File: src/rtl/mem_arbiter_rr.sv
`default_nettype none
// ============================================================================
//  Module      : mem_arbiter_rr
//  Description : N-master shared-memory arbiter. Master 0 has absolute
//                priority and may hold memory until it signals done.
//                Masters 1..N-1 rotate round-robin, with each grant capped
//                at MAX_GRANT cycles. When ARB_PREEMPT_EN is defined,
//                master 0 may preempt a low-priority owner; each
//                preemption is counted in a saturating counter.
//  Macro       : ARB_PREEMPT_EN (undefined -> no preemption, counter tied 0)
//  Revision    : 1.0 - initial release
// ============================================================================
module mem_arbiter_rr #(
    parameter int N_MASTERS = 3,
    parameter int MAX_GRANT = 2,
    parameter int CNT_W     = 16
) (
    input  logic                         clk,
    input  logic                         reset,
    input  logic [N_MASTERS-1:0]         req,
    input  logic [N_MASTERS-1:0]         done,
    output logic [N_MASTERS-1:0]         grant,
    output logic [$clog2(N_MASTERS)-1:0] grant_id,
    output logic                         busy,
    output logic                         preempted,
    output logic [CNT_W-1:0]             nb_interrupts
);

    localparam int ID_W = $clog2(N_MASTERS);
    localparam int GC_W = $clog2(MAX_GRANT + 1);

    localparam logic [GC_W-1:0] C_MAXG = GC_W'(MAX_GRANT);
    localparam logic [GC_W-1:0] C_ONE  = GC_W'(1);

    localparam logic [1:0] S_IDLE = 2'd0;
    localparam logic [1:0] S_HP   = 2'd1;
    localparam logic [1:0] S_LP   = 2'd2;
`ifdef ARB_PREEMPT_EN
    localparam logic [1:0] S_PRE  = 2'd3;
`endif

    logic [1:0]           r_state;
    logic [ID_W-1:0]      r_grant_id;
    logic [N_MASTERS-1:0] r_grant;
    logic                 r_busy;
    logic [GC_W-1:0]      r_cnt;
    logic [ID_W-1:0]      r_rr_ptr;

    logic                 w_hit_hi;
    logic                 w_hit_lo;
    logic [ID_W-1:0]      w_win_hi;
    logic [ID_W-1:0]      w_win_lo;
    logic [ID_W-1:0]      w_win;
    logic                 w_owner_done;
    logic                 w_at_max;
    logic                 w_arb;
    logic [1:0]           w_nxt_state;
    logic [ID_W-1:0]      w_nxt_id;
    logic [GC_W-1:0]      w_nxt_cnt;
    logic [ID_W-1:0]      w_nxt_ptr;
    logic [N_MASTERS-1:0] w_nxt_grant;

    // done is only meaningful for the current owner, so mask it with the grant
    assign w_owner_done = |(done & r_grant);
    assign w_at_max     = (r_cnt == C_MAXG);

    // Round-robin search over masters 1..N-1: lowest requester at or above
    // rr_ptr wins; otherwise wrap to the lowest requester overall
    always_comb begin
        w_hit_hi = 1'b0;
        w_hit_lo = 1'b0;
        w_win_hi = '0;
        w_win_lo = '0;
        for (int k = N_MASTERS - 1; k >= 1; k--) begin
            if (req[k]) begin
                w_hit_lo = 1'b1;
                w_win_lo = ID_W'(k);
                if (k >= int'(r_rr_ptr)) begin
                    w_hit_hi = 1'b1;
                    w_win_hi = ID_W'(k);
                end
            end
        end
    end

    assign w_win = w_hit_hi ? w_win_hi : w_win_lo;

`ifdef ARB_PREEMPT_EN
    logic             w_preempt;
    logic             r_preempted;
    logic [CNT_W-1:0] r_nb;
`endif

    // Next-state logic: hold/count inside a grant, arbitrate at free points
    always_comb begin
        w_arb       = 1'b0;
        w_nxt_state = r_state;
        w_nxt_id    = r_grant_id;
        w_nxt_cnt   = r_cnt;
        w_nxt_ptr   = r_rr_ptr;
`ifdef ARB_PREEMPT_EN
        w_preempt   = 1'b0;
`endif
        case (r_state)
            S_IDLE: w_arb = 1'b1;
            S_HP:   w_arb = w_owner_done;
            S_LP: begin
                if (w_owner_done || w_at_max) begin
                    w_arb = 1'b1;
`ifdef ARB_PREEMPT_EN
                end else if (req[0]) begin
                    // rr_ptr already points past k since the LP grant was issued
                    w_preempt   = 1'b1;
                    w_nxt_state = S_PRE;
                    w_nxt_id    = '0;
                    w_nxt_cnt   = C_ONE;
`endif
                end else begin
                    w_nxt_cnt = r_cnt + C_ONE;
                end
            end
`ifdef ARB_PREEMPT_EN
            S_PRE: begin
                if (done[0] || w_at_max) begin
                    w_arb = 1'b1;
                end else begin
                    w_nxt_cnt = r_cnt + C_ONE;
                end
            end
`endif
            default: w_arb = 1'b1;
        endcase

        if (w_arb) begin
            if (req[0]) begin
                w_nxt_state = S_HP;
                w_nxt_id    = '0;
                w_nxt_cnt   = C_ONE;
            end else if (w_hit_lo) begin
                w_nxt_state = S_LP;
                w_nxt_id    = w_win;
                w_nxt_cnt   = C_ONE;
                w_nxt_ptr   = (w_win == ID_W'(N_MASTERS - 1)) ? ID_W'(1)
                                                              : w_win + ID_W'(1);
            end else begin
                w_nxt_state = S_IDLE;
                w_nxt_id    = '0;
            end
        end

        w_nxt_grant = (w_nxt_state == S_IDLE) ? '0
                                              : (N_MASTERS'(1) << w_nxt_id);
    end

    // Arbiter state and registered outputs
    always_ff @(posedge clk) begin
        if (reset) begin
            r_state    <= S_IDLE;
            r_grant_id <= '0;
            r_grant    <= '0;
            r_busy     <= 1'b0;
            r_cnt      <= '0;
            r_rr_ptr   <= ID_W'(1);
        end else begin
            r_state    <= w_nxt_state;
            r_grant_id <= w_nxt_id;
            r_grant    <= w_nxt_grant;
            r_busy     <= (w_nxt_state != S_IDLE);
            r_cnt      <= w_nxt_cnt;
            r_rr_ptr   <= w_nxt_ptr;
        end
    end

`ifdef ARB_PREEMPT_EN
    // Preemption flag and saturating preemption counter
    always_ff @(posedge clk) begin
        if (reset) begin
            r_preempted <= 1'b0;
            r_nb        <= '0;
        end else begin
            r_preempted <= (w_nxt_state == S_PRE);
            if (w_preempt && (r_nb != {CNT_W{1'b1}})) begin
                r_nb <= r_nb + CNT_W'(1);
            end
        end
    end

    assign preempted     = r_preempted;
    assign nb_interrupts = r_nb;
`else
    assign preempted     = 1'b0;
    assign nb_interrupts = '0;
`endif

    assign grant    = r_grant;
    assign grant_id = r_grant_id;
    assign busy     = r_busy;

endmodule
`default_nettype wire

File: config.mk
export PLATFORM = sky130hd
export DESIGN_NAME = mem_arbiter_rr
export DESIGN_NICKNAME = d
export VERILOG_FILES = /design/src/rtl/mem_arbiter_rr.sv
export SDC_FILE = /design/constraint.sdc
export NUM_CORES = 1
export LEC_CHECK = 0
export BUFFER_PORTS_ARGS = -buffer_cell sky130_fd_sc_hd__buf_2
export CORE_MARGIN = 2
export CORE_UTILIZATION = 47
export DETAILED_ROUTE_END_ITERATION = 6
export PLACE_DENSITY = 0.84
export SLEW_MARGIN = 20
export SYNTH_ARGS = -nofsm -noshare
export SYNTH_HDL_FRONTEND = slang
export SYNTH_SLANG_ARGS = --single-unit
export TNS_END_PERCENT = 5
File: constraint.sdc
create_clock -name clk -period 1.7 [get_ports clk]
set_input_delay 0.51 -clock clk [delete_from_list [all_inputs] [get_ports clk]]
set_output_delay 0.51 -clock clk [all_outputs]
set_load 0.05 [all_outputs]
==> results.md <==
* Vias in the first global route at 541
* Global-route usage over all layers at 15.7%
* Final worst-path cycle share at 97.0%
* Number of flops mapped to enable cells by yosys at 0
* Yosys top cell by area: dfxtp_1
* Worst setup EP type: register
* Antenna diodes at 0
* # fillers at 144
* Number of routed nets with antenna violations at 0
* Power after layout at 1.17 mW
* DRC viols at 0
* CTS root buf: clkbuf_4
* Setup CP Type: primary input to register
* Commonest cells post-synth: buf_4 (17), dfxtp_1 (12), inv_1 (9)
* Hold slack at 0.500 ns
* Layout cell share with drive strength beyond 1 at 26.5%
* First drt pass iteration count at 4
* #FFs+latches synth at 12
* Final Max Tran Viols at 0
* Hold Fails Final Rpt at 0
* Starting Density at 50.8%
* Placer congestion estimate at 0.760
* Seq/Total Area, Yosys at 30.7%
* DRT Wirelength at 1580 um
* Avg Inst Size Synth at 8.51 um2
* Unrepaired setup endpoints after global routing: yes
* Setup-failing EPs final at 0
* Inserted Clock Buffers at 3
* Ys flop type: dfxtp_1
* DR vias/cell at 5.24
* Ranking of synthesized cells by area: dfxtp_1 (31%), buf_4 (16%), nand3_1 (5.1%), ha_1 (4.8%), inv_1 (4.3%)
* Sink Count at 12
* Static Leak at 0.403 nW
* Setup crit start kind: primary input
* Die Ht at 44.8 um
* CP peak stage delay at 0.49 ns
* WL/cell at 12.3 um
* Worst hold path class: register to register
* CP Cell Sequence: buf_2 -> a222oi_1 -> and2_4 -> o21ai_4 -> o41ai_1
* Maximum vdd ir drop at 0.661 mV
* Hold_buf cts at 0
* Status: finished, final reports clean
* Worst EP arrival at 1.80 ns
* Max-capacitance violation count at 0
* I/O Buffers at 13
* Asr flop ratio synth at 0%
* Yosys warns at 0
* Vias at 676
* Initial DRC count at 19
* Clk_lat worst skew at 0.27 ns
* Final nets at 126
* Slowest-stage cell, CP: a222oi_1
* CP Max Fanout at 5
* Antenna violations before repair at 0
* Design area at 883 um2
* CTS tree: done
* Post-synthesis cell type count at 33
* PD cells at 1330 mW/mm2
* Core footprint at 0.00154 mm2
* DP HPWL at 1220 um
* Post-Route Utilization at 57.3%
* Clock transition at path regs at 0.07 ns
* Clock period minus worst slack at 1.65 ns
* I/O pin count at 31
* Post-Synthesis Cell Area at 783 um2
* Depth of the CTS H-tree at 1
* Most numerous cell in the Yosys netlist: buf_4
* Worst Skew at 0.00176 ns
* Fmax achieved at 0.606 GHz
* Global-route wire length before repair at 2270 um
* Placed Area at 850 um2
* Worst Path Buf+Inv at 1
* Cells after DPL at 126
* Largest net degree at the start of global routing at 16
* Largest delay share family, worst path: compound AO/OA/AOI/OAI gates
* WP data required at 1.85 ns
* Rel. slew slack at 65.7%
* Post-synth top area share at 30.7%
* Total Die Area at 0.00201 mm2
* P&R area growth vs syn at 12.8%
* Mapped Cells at 92
* Final Instance Count excl. Fillers at 129
* CTS Buffer Depth at 2
* Worst Tran Pin Value at 0.515 ns
* Die X at 44.8 um
* Global route overflow at 0
* Rows at 14
==> path summary, 6_finish.rpt <==
kind	start	endpoint	slack (ns)	depth (start not counted)
max reg2reg	grant[0]	grant[0]	0.05	4
min reg2reg	r_cnt[1]	r_cnt[1]	0.50	2
max	done[0]	grant[0]	0.05	5
min	r_cnt[1]	r_cnt[1]	0.50	2
==> worst register-to-register path: stages (launching register included) <==
cell,delay [ns]
dfxtp_1,0.32
a222oi_1,0.52
and2_4,0.26
o21ai_4,0.09
o41ai_1,0.35
==> cell type report <==
cell class                 count  area, um2  area share [%]
multi-input combinational     68        440            49.9
timing repair buffer          20        118            13.3
inverter                      10       42.5            4.82
clock buffer                   3       22.5            2.55
sequential                    12        240            27.2
tap                           16       20.0            2.27
==> power by group <==
group,leakage (nW),internal [mW],switching (mW)
combinational,0.291,0.214,0.422
sequential,0.0986,0.336,0.0311
clock,0.0138,0.0818,0.0880
total,0.403,0.632,0.541
==> per-stage QoR <==
step           TNS (ns)  setup slack, ns
4_1_cts               0           0.0386
3_3_place_gp    -0.0991          -0.0398
5_1_grt         -0.0198          -0.0198
6_report              0           0.0507
2_1_floorplan         0           0.0702
3_5_place_dp      -1.15           -0.236
==> per-layer routing <==
metal | vias to the layer above | GRT usage [%] | share of wire [%]
met4 | 0 | 3.53 | 0
met2 | 36 | 25.5 | 49
met1 | 307 | 20.6 | 43
li1 | 333 | - | -
met3 | 0 | 4.80 | 8.3
met5 | - | 0 | 0
==> cell families after synthesis <==
family | share of synthesized area (%)
other cells | 0.479
buf+inv | 22.2
mux | 1.28
xor+xnor | 1.12
compound gates | 25.1
simple gates | 14.4
flops | 30.7
fa+ha+maj | 4.79
==> layout by cell type (no fill, tap or decap) <==
cell | netlist | layout
inv_1 | 9 | 9
conb_1 | 1 | 17
o211ai_1 | 4 | 4
nand2b_1 | 2 | 2
nand3_2 | 0 | 1
and2_4 | 1 | 1
a211oi_1 | 1 | 1
buf_2 | 0 | 13
o21bai_1 | 1 | 1
o21a_2 | 1 | 1
or2_0 | 1 | 1
nand4b_1 | 1 | 1
o2111ai_2 | 0 | 1
o211a_1 | 1 | 1
o22ai_1 | 1 | 1
clkbuf_4 | 0 | 3
a2bb2oi_1 | 1 | 1
xnor2_1 | 1 | 1
o21ai_4 | 1 | 1
a21oi_1 | 5 | 5
nand3_1 | 8 | 7
nor2b_1 | 1 | 1
inv_6 | 1 | 1
a222oi_1 | 1 | 1
a22oi_1 | 1 | 1
a221oi_2 | 1 | 1
o2bb2ai_1 | 1 | 1
buf_4 | 17 | 7
o41ai_1 | 2 | 2
dfxtp_1 | 12 | 12
mux2i_1 | 1 | 1
a2111oi_0 | 1 | 1
ha_1 | 3 | 3
nor2_1 | 4 | 4
nand2_1 | 4 | 4
==> state kept, by name, indices dropped and copies added (netlist names) <==
signal / cells
r_cnt: 2
grant_id: 2
grant: 3
r_state: 2
busy: 1
r_rr_ptr: 2
==> what timing repair did <==
item,CTS,global route
gates cloned,0,0
resized for setup,1,1
pin swaps,0,1
buffers inserted,0,0
setup endpoints to repair,4,5
(Power assumes the default switching activity.)
